File: src/rtl/serial_subtractor.sv
// serial_subtractor: bit-serial two's-complement subtractor, diff = a - b - bin.
// One bit per clock, LSB first, with a registered borrow chain. A request is
// captured in IDLE, WIDTH bits are processed in RUN, and DONE presents a
// one-cycle done pulse before returning to IDLE.
// Optional feature macro: SERIAL_SUB_OVF_EN adds the registered signed
// overflow output ovf.
//
// Handshake: a request transfers on a rising edge where start=1 and ready=1.
// ready is high only in IDLE; start at any other time is ignored and not queued.
// done pulses for one cycle when diff/bout (and ovf) are updated. Those outputs
// then hold until the next completion.
module serial_subtractor #(
  parameter int WIDTH = 8
) (
  input  logic             clk,
  input  logic             rst_n,
  input  logic             start,
  input  logic [WIDTH-1:0] a,
  input  logic [WIDTH-1:0] b,
  input  logic             bin,
  output logic             ready,
  output logic [WIDTH-1:0] diff,
  output logic             bout,
  output logic             done
`ifdef SERIAL_SUB_OVF_EN
  ,
  output logic             ovf
`endif
);

  localparam int CW = (WIDTH > 2) ? $clog2(WIDTH) : 1;
  localparam logic [CW-1:0] LAST_BIT = CW'(WIDTH - 1);

  typedef enum logic [1:0] {
    IDLE = 2'd0,
    RUN  = 2'd1,
    DONE = 2'd2
  } state_t;

  // FSM state. Kept as a named signal so checkers can bind to it directly.
  state_t state;

  logic [CW-1:0]    cnt;
  logic [WIDTH-1:0] a_sh;
  logic [WIDTH-1:0] b_sh;
  logic [WIDTH-1:0] r_sh;
  logic             br;

  logic             a_bit;
  logic             b_bit;
  logic             d_bit;
  logic             br_nxt;
  logic [WIDTH-1:0] r_nxt;

  // Full-subtractor cell acting on the current LSBs of the operand shifters.
  always_comb begin
    a_bit  = a_sh[0];
    b_bit  = b_sh[0];
    d_bit  = a_bit ^ b_bit ^ br;
    br_nxt = (~a_bit & b_bit) | (~(a_bit ^ b_bit) & br);
    r_nxt  = {d_bit, r_sh[WIDTH-1:1]};
  end

  // Control FSM, operand/result shifters and registered outputs.
  always_ff @(posedge clk or negedge rst_n) begin
    if (!rst_n) begin
      state <= IDLE;
      ready <= 1'b1;
      done  <= 1'b0;
      diff  <= '0;
      bout  <= 1'b0;
`ifdef SERIAL_SUB_OVF_EN
      ovf   <= 1'b0;
`endif
      cnt   <= '0;
      a_sh  <= '0;
      b_sh  <= '0;
      r_sh  <= '0;
      br    <= 1'b0;
    end else begin
      case (state)
        IDLE: begin
          if (start) begin
            a_sh  <= a;
            b_sh  <= b;
            br    <= bin;
            r_sh  <= '0;
            cnt   <= '0;
            ready <= 1'b0;
            state <= RUN;
          end
        end
        RUN: begin
          a_sh <= a_sh >> 1;
          b_sh <= b_sh >> 1;
          br   <= br_nxt;
          r_sh <= r_nxt;
          cnt  <= cnt + CW'(1);
          if (cnt == LAST_BIT) begin
            // Last bit: publish the result on the same edge that processes it.
            // br here is the borrow into the MSB, br_nxt the borrow out of it.
            diff  <= r_nxt;
            bout  <= br_nxt;
`ifdef SERIAL_SUB_OVF_EN
            ovf   <= br ^ br_nxt;
`endif
            done  <= 1'b1;
            cnt   <= '0;
            state <= DONE;
          end
        end
        DONE: begin
          done  <= 1'b0;
          ready <= 1'b1;
          state <= IDLE;
        end
        default: begin
          done  <= 1'b0;
          ready <= 1'b1;
          state <= IDLE;
        end
      endcase
    end
  end

endmodule

File: config.mk
export PLATFORM = sky130hd
export DESIGN_NAME = serial_subtractor
export DESIGN_NICKNAME = d
export VERILOG_FILES = /design/src/rtl/serial_subtractor.sv
export SDC_FILE = /design/constraint.sdc
export NUM_CORES = 1
export LEC_CHECK = 0
export ABC_AREA = 1
export CAP_MARGIN = 20
export CORE_AREA = 8 8 76 78
export CTS_CLUSTER_DIAMETER = 100
export DETAILED_ROUTE_END_ITERATION = 10
export DIE_AREA = 0 0 84 86
export HOLD_SLACK_MARGIN = 0.02
export PLACE_DENSITY = 0.72
export SLEW_MARGIN = 20
export SYNTH_ARGS = -nofsm -noshare
export SYNTH_HDL_FRONTEND = slang
export SYNTH_SLANG_ARGS = --single-unit
File: constraint.sdc
create_clock -name clk -period 2.4 [get_ports clk]
set_clock_uncertainty 0.1 [all_clocks]
set_input_delay 0.48 -clock clk [delete_from_list [all_inputs] [get_ports clk]]
set_output_delay 0.48 -clock clk [all_outputs]
set_load 0.02 [all_outputs]
==> impl_metrics.json, run 1 <==
{
  "numCtsBuffers": 5,
  "vias": 1511,
  "relSlewSlack_pct": 74.1,
  "yosys-top-cells-area": "dfrtp_1, nand3_1, nand2_1, inv_1, o21ai_2",
  "fin_crit_ns": 2.00,
  "cap_viol_max_count": 0,
  "gp_congestion": 0.797,
  "tightest_slew_ns": 0.388,
  "setup_tns_ns": 0,
  "syn_to_final_growth_pct": 19.4,
  "post_drt_via_cell_ratio": 4.92,
  "cts-htree-levels": 2,
  "timing.rr.start": "state[1]",
  "yosys.area.top_type_share_pct": 49.6,
  "die_width_um": 84,
  "syn-cell-area_um2": 1970,
  "route.detailed.drc": 0,
  "crit_path_end_kind": "output port",
  "crit_buf_inv": 1,
  "dpl.cell_count": 298,
  "worstPathArrival_ns": 1.42,
  "grtUsageMet2_pct": 19.9,
  "rows": 25,
  "synth-xor-area-share_pct": 0,
  "mostFrequentLayoutCell": "nand2_1",
  "clk_pin_slew_ns": 0.07,
  "grt.met3_usage_pct": 3.22,
  "busiest_layer": "met2",
  "syn_inst": 223,
  "max-clock-path-buffers": 2,
  "fin_crit_sh_pct": 83.2,
  "start_kind": "flip-flop",
  "cts-root-buf": "clkbuf_8",
  "hpwl_um": 2620,
  "drv_slew": 0,
  "fmax_ghz": 0.501,
  "drive_above_1_share_pct": 13.8,
  "post_drt_wl_per_cell_um": 12.3,
  "fillers": 460,
  "drtIter0Drc": 101,
  "max_stage_delay_ns": 0.60,
  "report.final.hold_viol_count": 0,
  "min_path_type": "reg -> reg",
  "dieArea_um2": 7220,
  "final_cells": 307,
  "ys_seq_elements": 40,
  "wirelength_um": 3780,
  "setup_viol": 0,
  "cts_tree": "done",
  "synth_adder_area_share_pct": 2.29,
  "cts_setup_buffers": 0,
  "fin_hold_ws_ns": 0.383,
  "placement.io_buffers": 30,
  "synth_compound_area_share_pct": 7.51,
  "yosys_warnings": 0,
  "layout_common_cells": "nand2_1, nand3_1, dfrtp_1, inv_1, clkdlybuf4s50_1",
  "crit_family": "buffers and inverters",
  "power.density_nw_per_um2": 1270,
  "grt_use_total_pct": 11.7,
  "clkLatencyLatePin_ns": 0.29,
  "synth.area.mux_share_pct": 0,
  "crit_chain": "clkdlybuf4s50_1",
  "grt_max_degree": 33,
  "worstHoldStart": "diff[0]",
  "diodes": 0,
  "cts_num_sinks": 40,
  "seq_area_frac_synth_pct": 51.0,
  "required_ns": 1.82,
  "synth_top_area_cell": "dfrtp_1",
  "dpl_cell_area_um2": 2240,
  "drtAntennaViolNets": 0,
  "coreArea_um2": 4600,
  "synth_top_family_by_area": "simple AND/OR/NAND/NOR gates",
  "start_util_pct": 42.7,
  "antenna_found_initial": 0,
  "syn_avg_cell_area_um2": 8.81,
  "grt_pass1_wl_um": 6980,
  "first_pass_iters": 4,
  "critPathMaxFanout": 2,
  "cp-startpoint": "ready",
  "gr-usage-met1_pct": 13.6,
  "rsz0062_at_grt": "no",
  "postLayoutCellArea_um2": 2350,
  "crit_type": "reg -> out",
  "grt_overflow": 0,
  "status": "completed",
  "die_h_um": 86,
  "peakVddDrop_v": 0.000427,
  "boundaryPins": 31,
  "p_leak_uw": 0.00121,
  "synthSimpleGateAreaFrac_pct": 26.4,
  "final_nets": 275,
  "post_synth_num_cell_types": 21,
  "grt_pass1_vias": 1555,
  "cp_slowest_cell": "clkdlybuf4s50_1",
  "synth_nets": 246
}
state kept, by name, indices dropped and copies added (netlist names):
register / flops
state: 2
ready: 1
done: 1
diff: 8
cnt: 3
br: 1
b_sh: 8
bout: 1
a_sh: 8
r_sh: 7
routing by layer:
metal	wire (µm)	up-vias	part of all wire [%]
met4	21	0	0.56
met3	184	4	4.9
li1	-	755	-
met1	1770	718	47
met2	1800	34	48
met5	0	-	0
cells by family (layout without fill, tap and decap cells):
group	after synthesis	in the layout
simple gates	111	111
compound gates	19	19
flops	40	40
fa+ha+maj	3	3
buf+inv	50	80
cell usage after synthesis:
cell type / count
nand2_1: 55
nand3_1: 46
dfrtp_1: 39
inv_1: 36
o21ai_2: 14
buf_6: 6
buf_4: 4
nand2_4: 4
o21ai_0: 4
ha_1: 2
nand4_1: 2
nor2_1: 2
buf_2: 1
clkbuf_1: 1
dfstp_2: 1
fa_1: 1
inv_2: 1
inv_4: 1
nor2_2: 1
nor2_4: 1
o21ai_1: 1
power by group:
group	switching [µW]	internal (µW)
combinational	798	551
sequential	173	994
clock	225	229
area by class of cell:
| cell class | instances | area, µm² | area share (%) |
|---|---|---|---|
| Clock buffer | 6 | 82.6 | 3.52 |
| Multi-Input combinational cell | 133 | 712 | 30.3 |
| Clock inverter | 2 | 10.0 | 0.426 |
| Timing Repair Buffer | 34 | 328 | 14.0 |
| Sequential cell | 40 | 1000 | 42.7 |
| Inverter | 38 | 145 | 6.18 |
| Tap cell | 54 | 67.6 | 2.88 |
path summary, 6_finish.rpt:
check / slack (ns) / cells after the start / to
max: 0.40 / 1 / ready
min: 0.38 / 2 / diff[0]
max reg2reg: 0.79 / 5 / a_sh[3]
min reg2reg: 0.38 / 2 / diff[0]
max in group asynchronous: 1.10 / 3 / ready
min in group asynchronous: 0.54 / 2 / diff[0]
through the flow:
stage	setup slack [ns]	total power (µW)	util, %
5_1_grt	0.348	3260	51.0
3_5_place_dp	0.510	2540	48.8
6_report	0.404	2970	51.0
2_1_floorplan	1.09	2210	-
4_1_cts	0.385	3010	51.0
3_3_place_gp	0.546	2500	48.8
repair_timing:
item	CTS	global route
gates resized for setup	0	0
endpoints found under the hold margin	16	0
hold buffers	1	0
worst register-to-register path: cells and delay by family, from the launching register on:
family	cells	cell delay [ns]
simple gates	4	0.77
buf+inv	1	0.22
flops	1	0.46
No activity file was read; power rests on OpenSTA's default activity.
==> run 2: changes to the inputs <==
- PLACE_DENSITY: 0.72 -> 0.75
- clock period: 2.4 -> 1.65 ns (I/O delays scaled with it)
==> run 2 against run 1 <==
Register-to-register slack got worse by 0.65 ns; combinational power increased by 43%; sequential power grew 47%; clock power is 38% higher; utilization increased by 0.33 points; power increased by 44%; design area up 0.64%; first-iteration DRC count is 0.99% lower; critical path type unchanged.
==> impl_metrics.json, run 2 (synthesis results as in run 1) <==
{
  "regArea_um2": 1000,
  "crit_chain": "dlygate4sd2_1",
  "top_layer": "met4",
  "tightest_slew_ns": 0.435,
  "first_pass_iters": 4,
  "grt_max_degree": 25,
  "coreArea_um2": 4600,
  "setup_viol": 0,
  "cp_slowest_cell": "dfstp_2",
  "worstSetupPathDepth": 1,
  "cts_num_sinks": 40,
  "grt_pass1_wl_um": 6750,
  "fmax_ghz": 0.636,
  "hold_depth": 2,
  "fillers": 438,
  "min_path_type": "reg -> reg",
  "grt_pass1_vias": 1388,
  "start_util_pct": 42.7,
  "clkLatencyLatePin_ns": 0.29,
  "fin_crit_ns": 1.57,
  "relSlewSlack_pct": 71.0,
  "clk_pin_slew_ns": 0.07,
  "peakVddDrop_v": 0.000710,
  "post_drt_via_cell_ratio": 4.88,
  "status": "completed",
  "numCtsBuffers": 5,
  "drt-met1-wl_um": 1800,
  "reg_top3": "a_sh: 8 flops, b_sh: 8 flops, diff: 8 flops",
  "report.final.hold_viol_count": 0,
  "multi_input_area_um2": 712,
  "crit_family": "flip-flops",
  "grt_overflow": 0,
  "drive_above_1_share_pct": 13.7,
  "dpl_cell_area_um2": 2280,
  "antenna_found_initial": 0,
  "dieArea_um2": 7220,
  "die_width_um": 84,
  "cts_tree": "done",
  "rsz0062_at_grt": "no",
  "cts-root-buf": "clkbuf_8",
  "wl_met3_um": 258,
  "max_stage_delay_ns": 0.53,
  "crit_path_end_kind": "output port",
  "diodes": 0,
  "worst_r2r_path_depth": 5,
  "die_h_um": 86,
  "hpwl_um": 2770,
  "cts-htree-levels": 2,
  "boundaryPins": 31,
  "vias": 1509,
  "postLayoutCellArea_um2": 2360,
  "max-clock-path-buffers": 2,
  "placement.io_buffers": 30,
  "required_ns": 1.22,
  "gp_congestion": 0.757,
  "critPathMaxFanout": 2,
  "post_drt_wl_per_cell_um": 12.7,
  "crit_buf_inv": 1,
  "layout_common_cells": "nand2_1, nand3_1, dfrtp_1, inv_1, clkdlybuf4s50_1",
  "crit_type": "reg -> out",
  "route.detailed.drc": 0,
  "cts_setup_buffers": 0,
  "grt_use_total_pct": 11.6,
  "worstPathArrival_ns": 1.14,
  "rows": 25,
  "drtIter0Drc": 100,
  "mostFrequentLayoutCell": "nand2_1",
  "syn_to_final_growth_pct": 20.2,
  "p_leak_uw": 0.00124,
  "start_kind": "flip-flop",
  "dr_wl_met2_um": 1830,
  "drv_slew": 0,
  "wirelength_um": 3940,
  "drtAntennaViolNets": 0,
  "final_nets": 277,
  "power.density_nw_per_um2": 1810,
  "setup_tns_ns": 0,
  "fin_crit_sh_pct": 95.3,
  "cap_viol_max_count": 0
}
run 2: metrics by stage:
stage / hold WS, ns / utilization (%) / total power [µW] / setup WS, ns / cells
finish: 0.378 / 51.4 / 4280 / 0.0768 / 309
global route: 0.404 / 51.4 / 4660 / 0.0317 / 309
floorplan: -0.0656 / - / 3210 / 0.337 / 223
CTS: 0.382 / 51.4 / 4350 / 0.0547 / 309
detailed placement: 0.198 / 49.7 / 3800 / 0.0232 / 300
global placement: 0.188 / 49.7 / 3710 / 0.0448 / 300
run 2: power breakdown:
group	leakage [µW]	internal (µW)	total, µW	switching (µW)
combinational	0.000705	780	1930	1150
clock	0.0000422	297	626	329
sequential	0.000495	1450	1720	273
run 2: cell type report:
type	count	area share, %
clock inverters	1	0.212
flip-flops and latches	40	42.4
multi-input cells	133	30.1
well taps	54	2.86
clock buffers	7	3.23
inverters	38	6.14
repair buffers	36	15.0
run 2: repair_timing:
action	in CTS	in global routing
resized for setup	11	0
hold buffers	1	0
endpoints found under the setup margin	11	0
endpoints found under the hold margin	15	0
run 2: final timing paths:
| check | from | end | slack (ns) |
|---|---|---|---|
| max reg2reg | state[0] | diff[1] | 0.14 |
| min reg2reg | bout | bout | 0.38 |
| min in group asynchronous | rst_n | a_sh[7] | 0.41 |
| min | bout | bout | 0.38 |
| max | ready | ready | 0.08 |
| max in group asynchronous | rst_n | r_sh[3] | 0.57 |
run 2: routing by layer:
layer  GRT usage, %  up-vias
li1               -      761
met1           14.9      698
met2           17.0       44
met3           4.45        6
met4           4.71        0
met5              0        -
